### src/rtl/instr_fetch_unit_if.sv
// rtl/instr_fetch_unit_if.sv - instruction memory read bus between fetch unit and memory
interface instr_fetch_unit_if #(
  parameter int DATA_W = 16,
  parameter int ADDR_W = 16
);
  logic              Mem_Read;
  logic [ADDR_W-1:0] Mem_Addr;
  logic              Mem_Ack;
  logic [DATA_W-1:0] Mem_Data;

  modport master (
    output Mem_Read,
    output Mem_Addr,
    input  Mem_Ack,
    input  Mem_Data
  );

  modport slave (
    input  Mem_Read,
    input  Mem_Addr,
    output Mem_Ack,
    output Mem_Data
  );
endinterface

### src/rtl/instr_fetch_unit.sv
// rtl/instr_fetch_unit.sv - single-fetch FSM with conditional branch redirect and memory timeout
module instr_fetch_unit #(
  parameter int DATA_W   = 16,
  parameter int ADDR_W   = 16,
  parameter int PC_STEP  = 2,
  parameter int RESET_PC = 0,
  parameter int TIMEOUT  = 8
) (
  input  logic              Clk,
  input  logic              Reset,
  input  logic              Start,
  input  logic              Branch_Valid,
  input  logic [ADDR_W-1:0] Branch_Target,
  input  logic              Branch_Flag,
  input  logic              Branch_Sense,
  instr_fetch_unit_if.master mem,
  output logic [DATA_W-1:0] IR,
  output logic [ADDR_W-1:0] PC,
  output logic              Instr_Valid,
  output logic              Branch_Taken,
  output logic              Fetch_Error,
  output logic              Busy
);

  typedef enum logic [1:0] {
    S_IDLE,
    S_REQ,
    S_UPDATE,
    S_ERROR
  } state_t;

  localparam logic [ADDR_W-1:0] PC_INC   = ADDR_W'(PC_STEP);
  localparam logic [ADDR_W-1:0] PC_RESET = ADDR_W'(RESET_PC);
  localparam logic [7:0]        CNT_LAST = 8'(TIMEOUT - 1);

  state_t            state_q, state_d;
  logic [ADDR_W-1:0] pc_q, pc_d;
  logic [DATA_W-1:0] ir_q, ir_d;
  logic [7:0]        cnt_q, cnt_d;
  logic              branch_taken_q, branch_taken_d;
  logic              branch_cond;
  logic              mem_read;
  logic              instr_valid;
  logic              fetch_error;

  assign branch_cond = ~(Branch_Sense ^ Branch_Flag);

  always_comb begin
    state_d        = state_q;
    pc_d           = pc_q;
    ir_d           = ir_q;
    cnt_d          = cnt_q;
    branch_taken_d = 1'b0;
    mem_read       = 1'b0;
    instr_valid    = 1'b0;
    fetch_error    = 1'b0;
    case (state_q)
      S_IDLE: begin
        // A branch request swallows a simultaneous Start; it is not replayed later.
        if (Branch_Valid) begin
          if (branch_cond) begin
            pc_d           = Branch_Target;
            branch_taken_d = 1'b1;
          end
        end else if (Start) begin
          state_d = S_REQ;
          cnt_d   = '0;
        end
      end
      S_REQ: begin
        mem_read = 1'b1;
        // Ack in the last allowed cycle still completes the fetch.
        if (mem.Mem_Ack) begin
          ir_d    = mem.Mem_Data;
          state_d = S_UPDATE;
        end else if (cnt_q == CNT_LAST) begin
          state_d = S_ERROR;
        end else begin
          cnt_d = cnt_q + 8'd1;
        end
      end
      S_UPDATE: begin
        instr_valid = 1'b1;
        pc_d        = pc_q + PC_INC;
        state_d     = S_IDLE;
      end
      S_ERROR: begin
        fetch_error = 1'b1;
        state_d     = S_IDLE;
      end
      default: state_d = S_IDLE;
    endcase
  end

  always_ff @(posedge Clk) begin
    if (Reset) begin
      state_q        <= S_IDLE;
      pc_q           <= PC_RESET;
      ir_q           <= '0;
      cnt_q          <= '0;
      branch_taken_q <= 1'b0;
    end else begin
      state_q        <= state_d;
      pc_q           <= pc_d;
      ir_q           <= ir_d;
      cnt_q          <= cnt_d;
      branch_taken_q <= branch_taken_d;
    end
  end

  assign mem.Mem_Read = mem_read;
  assign mem.Mem_Addr = pc_q;
  assign IR           = ir_q;
  assign PC           = pc_q;
  assign Instr_Valid  = instr_valid;
  assign Branch_Taken = branch_taken_q;
  assign Fetch_Error  = fetch_error;
  assign Busy         = (state_q != S_IDLE);

endmodule

### src/flat_wrapper.sv
// flat-port wrapper written by rule: the top's interface ports become plain ports
module instr_fetch_unit_flat 
#(
  parameter int DATA_W   = 16,
  parameter int ADDR_W   = 16,
  parameter int PC_STEP  = 2,
  parameter int RESET_PC = 0,
  parameter int TIMEOUT  = 8
)
  (Clk, Reset, Start, Branch_Valid, Branch_Target, Branch_Flag, Branch_Sense, IR, PC, Instr_Valid, Branch_Taken, Fetch_Error, Busy, mem_Mem_Read, mem_Mem_Addr, mem_Mem_Ack, mem_Mem_Data);
  instr_fetch_unit_if #(.DATA_W(DATA_W), .ADDR_W(ADDR_W)) mem_i ();
  input  logic Clk;
  input  logic Reset;
  input  logic Start;
  input  logic Branch_Valid;
  input  logic [ADDR_W-1:0] Branch_Target;
  input  logic Branch_Flag;
  input  logic Branch_Sense;
  output logic [DATA_W-1:0] IR;
  output logic [ADDR_W-1:0] PC;
  output logic Instr_Valid;
  output logic Branch_Taken;
  output logic Fetch_Error;
  output logic Busy;
  output wire logic [$bits(mem_i.Mem_Read)-1:0] mem_Mem_Read;
  output wire logic [$bits(mem_i.Mem_Addr)-1:0] mem_Mem_Addr;
  input wire logic [$bits(mem_i.Mem_Ack)-1:0] mem_Mem_Ack;
  input wire logic [$bits(mem_i.Mem_Data)-1:0] mem_Mem_Data;
  assign mem_Mem_Read = mem_i.Mem_Read;
  assign mem_Mem_Addr = mem_i.Mem_Addr;
  assign mem_i.Mem_Ack = mem_Mem_Ack;
  assign mem_i.Mem_Data = mem_Mem_Data;
  instr_fetch_unit #(.DATA_W(DATA_W), .ADDR_W(ADDR_W), .PC_STEP(PC_STEP), .RESET_PC(RESET_PC), .TIMEOUT(TIMEOUT)) u_core (.Clk(Clk), .Reset(Reset), .Start(Start), .Branch_Valid(Branch_Valid), .Branch_Target(Branch_Target), .Branch_Flag(Branch_Flag), .Branch_Sense(Branch_Sense), .mem(mem_i), .IR(IR), .PC(PC), .Instr_Valid(Instr_Valid), .Branch_Taken(Branch_Taken), .Fetch_Error(Fetch_Error), .Busy(Busy));
endmodule
### config.mk
export PLATFORM = sky130hd
export DESIGN_NAME = instr_fetch_unit_flat
export DESIGN_NICKNAME = d
export VERILOG_FILES = /design/src/rtl/instr_fetch_unit_if.sv /design/src/rtl/instr_fetch_unit.sv /design/src/flat_wrapper.sv
export SDC_FILE = /design/constraint.sdc
export NUM_CORES = 1
export LEC_CHECK = 0
export CORE_MARGIN = 5
export CORE_UTILIZATION = 40
export DETAILED_ROUTE_END_ITERATION = 10
export HOLD_SLACK_MARGIN = 0.03
export PLACE_DENSITY = 0.76
export SKIP_CTS_REPAIR_TIMING = 1
export SLEW_MARGIN = 20
export SYNTH_ARGS = -nofsm -noshare
export SYNTH_HDL_FRONTEND = slang
export SYNTH_SLANG_ARGS = --single-unit
### constraint.sdc
create_clock -name Clk -period 2.3 [get_ports Clk]
set_clock_uncertainty 0.2 [all_clocks]
set_input_delay 0.345 -clock Clk [delete_from_list [all_inputs] [get_ports Clk]]
set_output_delay 0.345 -clock Clk [all_outputs]
set_load 0.005 [all_outputs]
==> results.env <==
RESULT_OF_THE_RUN='finished clean'
GR-USAGE-ALL-LAYERS=0.171
CRIT_PATH_LAUNCH='u_core.state_q[1]$_SDFFE_PP0P_'
TIMING_WORST_SLEW_PIN_VALUE_NS=0.595
DRV_SLEW=0
CP_DATA_REQUIRED_TIME_NS=1.75
CTS-ROOT-BUF='sky130_fd_sc_hd__clkbuf_8'
FINAL_MIN_PERIOD_OVER_CLOCK_PERIOD=0.958
POWER.LEAKAGE_nW=1.09
SYNTH_SIMPLE_GATE_AREA_FRAC=0.271
TIMING.RR.END='u_core.PC[10]$_SDFFE_PP0P_'
SYNTH_CELL_TYPES=52
SYNTH_MUX_AREA_FRAC=0.00975
POSTSYNTHREGISTERBITS=43
GRT_PASS1_VIAS=2128
WORSTSETUPENDPOINT='Busy'
SYN2LAYOUT_AREA_GROWTH_PCT=45.6
CAP_VIOL_MAX_COUNT=0
REG2REG_SLACK_NS=0.28
FINAL_ANTENNA_VIOLATING_NET_COUNT=0
PORT_BUFFERS=91
FINAL-HOLD-VIOLATION-COUNT=0
DETAIL_ROUTE.WL_PER_CELL_UM=14.7
SYNTH-WARNING-COUNT=0
COMBINATIONAL_FAMILY_WITH_THE_MOST_AREA_AFTER_SYNTHESIS='simple AND/OR/NAND/NOR gates'
PLACEDCELLCOUNT=413
PEAKVDDDROP_V=0.000302
TIMING.CRITICAL_PATH.SLOWEST_CELL_DELAY_NS=0.48
MAXIMUM_LEVEL_OF_THE_CTS_H_TREE=2
FINAL_PERIOD_MINUS_WORST_SETUP_SLACK_NS=2.20
WORST-PATH-MAX-FANOUT=9
DPL.HPWL_MM=4.67
SYNTH_FP_NETS=308
SYNTHXORXNORAREAFRAC=0.00803
START_KIND='register'
FINAL.SETUP.WORST_SLACK_NS=0.0962
ANTENNA_VIOLATIONS_BEFORE_REPAIR=0
DPL-INSTANCE-AREA_UM2=3090
WORST_EP_ARRIVAL_NS=1.66
CTS.SINKS=43
GRT_PASS1_WL_MM=10.0
CTS-BUFFERS-INSERTED=5
MAX_SLEW_MARGIN=0.601
MAX_FREQ_GHz=0.454
SYNTH-SEQ-AREA-SHARE=0.395
FLOORPLAN.INITIALDENSITY=0.419
DIEHEIGHT_UM=83.8
CRITPATHCAPTURETYPE='output pin'
WORST_HOLD_PATH_TYPE='reg2reg'
BOUNDARYPINS=92
POWER_FRAC_CLOCK=0.302
NETS=391
PWR-SHARE-COMB=0.188
TIMING.CRITICAL_PATH.CELLS='nor2_1, inv_1, clkdlybuf4s50_1'
PLACE_WS_NS=0.0886
INTERNAL-POWER_mW=1.17
REGTOREGSTARTPOINT='u_core.state_q[1]$_SDFFE_PP0P_'
FINAL_AREA_UM2=3170
DIE_AREA_UM2=7030
TNS_NS=0
FINISH.CELL_COUNT_WITHOUT_FILLERS=421
POST_ROUTE_CELLS_DRIVE_ABOVE_1_SHARE=0.0855
TOTALPOWERFINAL_mW=1.60
SWITCHING_SHARE=0.268
VIASPERCELL=5.39
ROUTED_WL_MM=6.21
MAX-CLOCK-PATH-BUFFERS=2
CTS.REPORTEDPATHS.CLKPINSLEW_NS=0.09
INSERTION_DELAY_NS=0.29
SYNTH_COMPOUND_AREA_FRAC=0.210
CORE_AREA_UM2=5200
SYNTHCELLS=267
POWERDENSITY_nW_PER_UM2=503
INITIALDRTVIOLATIONCOUNT=145
MAPPEDNETLISTAREA_UM2=2180
TRITONCTS='done'
GRT_OVERFLOW_TOTAL=0
FINALSETUPVIOLCOUNT=0
ROWS=26
SYNTH_FA_HA_AREA_FRAC=0.0115
DR.PASS1.ITERS=4
ROUTE.DETAILED.DRC=0
MAXIMUM_NUMBER_OF_PINS_ON_ONE_NET_BEFORE_GLOBAL_ROUTE_REPAIR=19
GRT_SETUP_UNREPAIRED='false'
DETAILROUTE.VIA_COUNT=2269
WORSTSETUPPATHTYPE='reg2out'
PWR-SHARE-SEQ=0.510
NET-SWITCHING-POWER_mW=0.428
DIE_X_EXTENT_UM=83.8
DIODES=0
WORST_R2R_PATH_DEPTH=4
FINAL_WEIGHTED_CONGESTION_IN_ROUTABILITY_DRIVEN_PLACEMENT=0.824
SYN_AVG_CELL_AREA_UM2=8.17
CRIT_PATH_TOP_DELAY_CELL='sky130_fd_sc_hd__clkdlybuf4s50_1'
-- placed cells by master, fill, tap and decap left out, drive strengths merged, types with 3 or more instances in the layout --
cell type      synthesis  routed
clkdlybuf4s50          0      91
nand2                 51      51
dfxtp                 43      43
a21oi                 30      30
buf                   18      11
nand3                  9       9
or3                    8       8
inv                    8       8
o21ai                  8       8
or4                    8       8
nor2                   7       7
a31oi                  7       7
nand4                  6       6
clkbuf                 8       6
and2                   4       4
a2bb2oi                4       4
o31ai                  4       4
and3                   4       4
nor3                   4       4
nand2b                 3       3
a211oi                 3       3
a32oi                  3       3
-- registers in the layout, indices dropped and copies added, names as in the netlist --
register	cells
u_core.IR	16
u_core.PC	16
u_core.cnt_q	8
u_core.state_q	2
u_core.Branch_Taken	1
-- metrics by stage --
step	hold WS [ns]	util
after detailed placement	0.246	0.594
after global placement	0.241	0.594
after CTS	0.258	0.610
after floorplan	0.247	-
after global routing	0.274	0.610
final	0.257	0.610
-- logic make-up (layout without fill, tap and decap cells) --
family	after synthesis	after routing
AOI/OAI and AO/OA	72	72
xor gates and xnor gates	2	2
adders and majority gates	2	2
buffers and inverters	35	119
DFF	43	43
muxes	2	2
and+or+nand+nor	111	111
-- metal layers --
metal	global-route usage	share of wire
met2	0.309	0.49
met3	0.0494	0.080
met4	0.0365	0.0072
met1	0.198	0.42
met5	0	0
-- area by class of cell --
cell class              instances  area (µm²)
clock buffers                   6        72.6
inverters                       9        33.8
clock inverters                 2        12.5
fillers                       479        2030
flip-flops and latches         43         861
well taps                      70        87.6
repair buffers                102         993
multi-input cells             189        1110
-- Yosys cell counts (all sizes together) --
library cell | n | share of area
a211oi | 3 | 0.010
a21oi | 30 | 0.069
a221oi | 1 | 0.0040
a2bb2oi | 4 | 0.016
a311oi | 1 | 0.0040
a31o | 1 | 0.0040
a31oi | 7 | 0.020
a32oi | 3 | 0.012
and2 | 4 | 0.011
and2b | 2 | 0.0069
and3 | 4 | 0.012
and4 | 1 | 0.0040
buf | 18 | 0.061
clkbuf | 8 | 0.018
clkinv | 1 | 0.0017
dfxtp | 43 | 0.39
ha | 2 | 0.011
inv | 8 | 0.014
mux2 | 1 | 0.0052
mux2i | 1 | 0.0046
nand2 | 51 | 0.088
nand2b | 3 | 0.0086
nand3 | 9 | 0.023
nand4 | 6 | 0.024
nor2 | 7 | 0.012
nor2b | 1 | 0.0029
nor3 | 4 | 0.011
nor3b | 1 | 0.0034
nor4 | 1 | 0.0057
o211a | 1 | 0.0046
o211ai | 2 | 0.0069
o21a | 2 | 0.0069
o21ai | 8 | 0.018
o221ai | 2 | 0.0080
o311ai | 2 | 0.0080
o31ai | 4 | 0.014
o32ai | 1 | 0.0040
or3 | 8 | 0.023
or4 | 8 | 0.030
or4b | 1 | 0.0046
xnor2 | 1 | 0.0040
xor2 | 1 | 0.0040
-- worst min path at each step --
| stage | start | endpoint | slack [ns] | cells past startpoint |
|---|---|---|---|---|
| finish | u_core.IR[0]$_SDFFE_PP0P_ | u_core.IR[0]$_SDFFE_PP0P_ | 0.26 | 2 |
| global route | u_core.IR[9]$_SDFFE_PP0P_ | u_core.IR[9]$_SDFFE_PP0P_ | 0.27 | 2 |
| CTS | u_core.IR[9]$_SDFFE_PP0P_ | u_core.IR[9]$_SDFFE_PP0P_ | 0.26 | 2 |
| detailed placement | u_core.IR[15]$_SDFFE_PP0P_ | u_core.IR[15]$_SDFFE_PP0P_ | 0.25 | 2 |
| global placement | u_core.IR[9]$_SDFFE_PP0P_ | u_core.IR[9]$_SDFFE_PP0P_ | 0.24 | 2 |
| floorplan | u_core.cnt_q[7]$_SDFFE_PP0P_ | u_core.cnt_q[7]$_SDFFE_PP0P_ | 0.25 | 2 |
-- worst max-delay path, delay by kind of cell (launching register included) --
kind | cells | cell delay [ns]
buffers and inverters | 2 | 0.64
DFF | 1 | 0.41
and+or+nand+nor | 1 | 0.32
-- power groups by stage --
| stage | Combinational (mW) | Clock, mW | Sequential [mW] |
|---|---|---|---|
| 6_report | 0.301 | 0.482 | 0.815 |
| 2_1_floorplan | 0.128 | 0 | 0.824 |
| 4_1_cts | 0.303 | 0.493 | 0.814 |
| 3_5_place_dp | 0.301 | 0 | 0.832 |
| 5_1_grt | 0.325 | 0.525 | 0.821 |
| 3_3_place_gp | 0.298 | 0 | 0.830 |
Note: power is estimated with default switching activity, not from simulation.
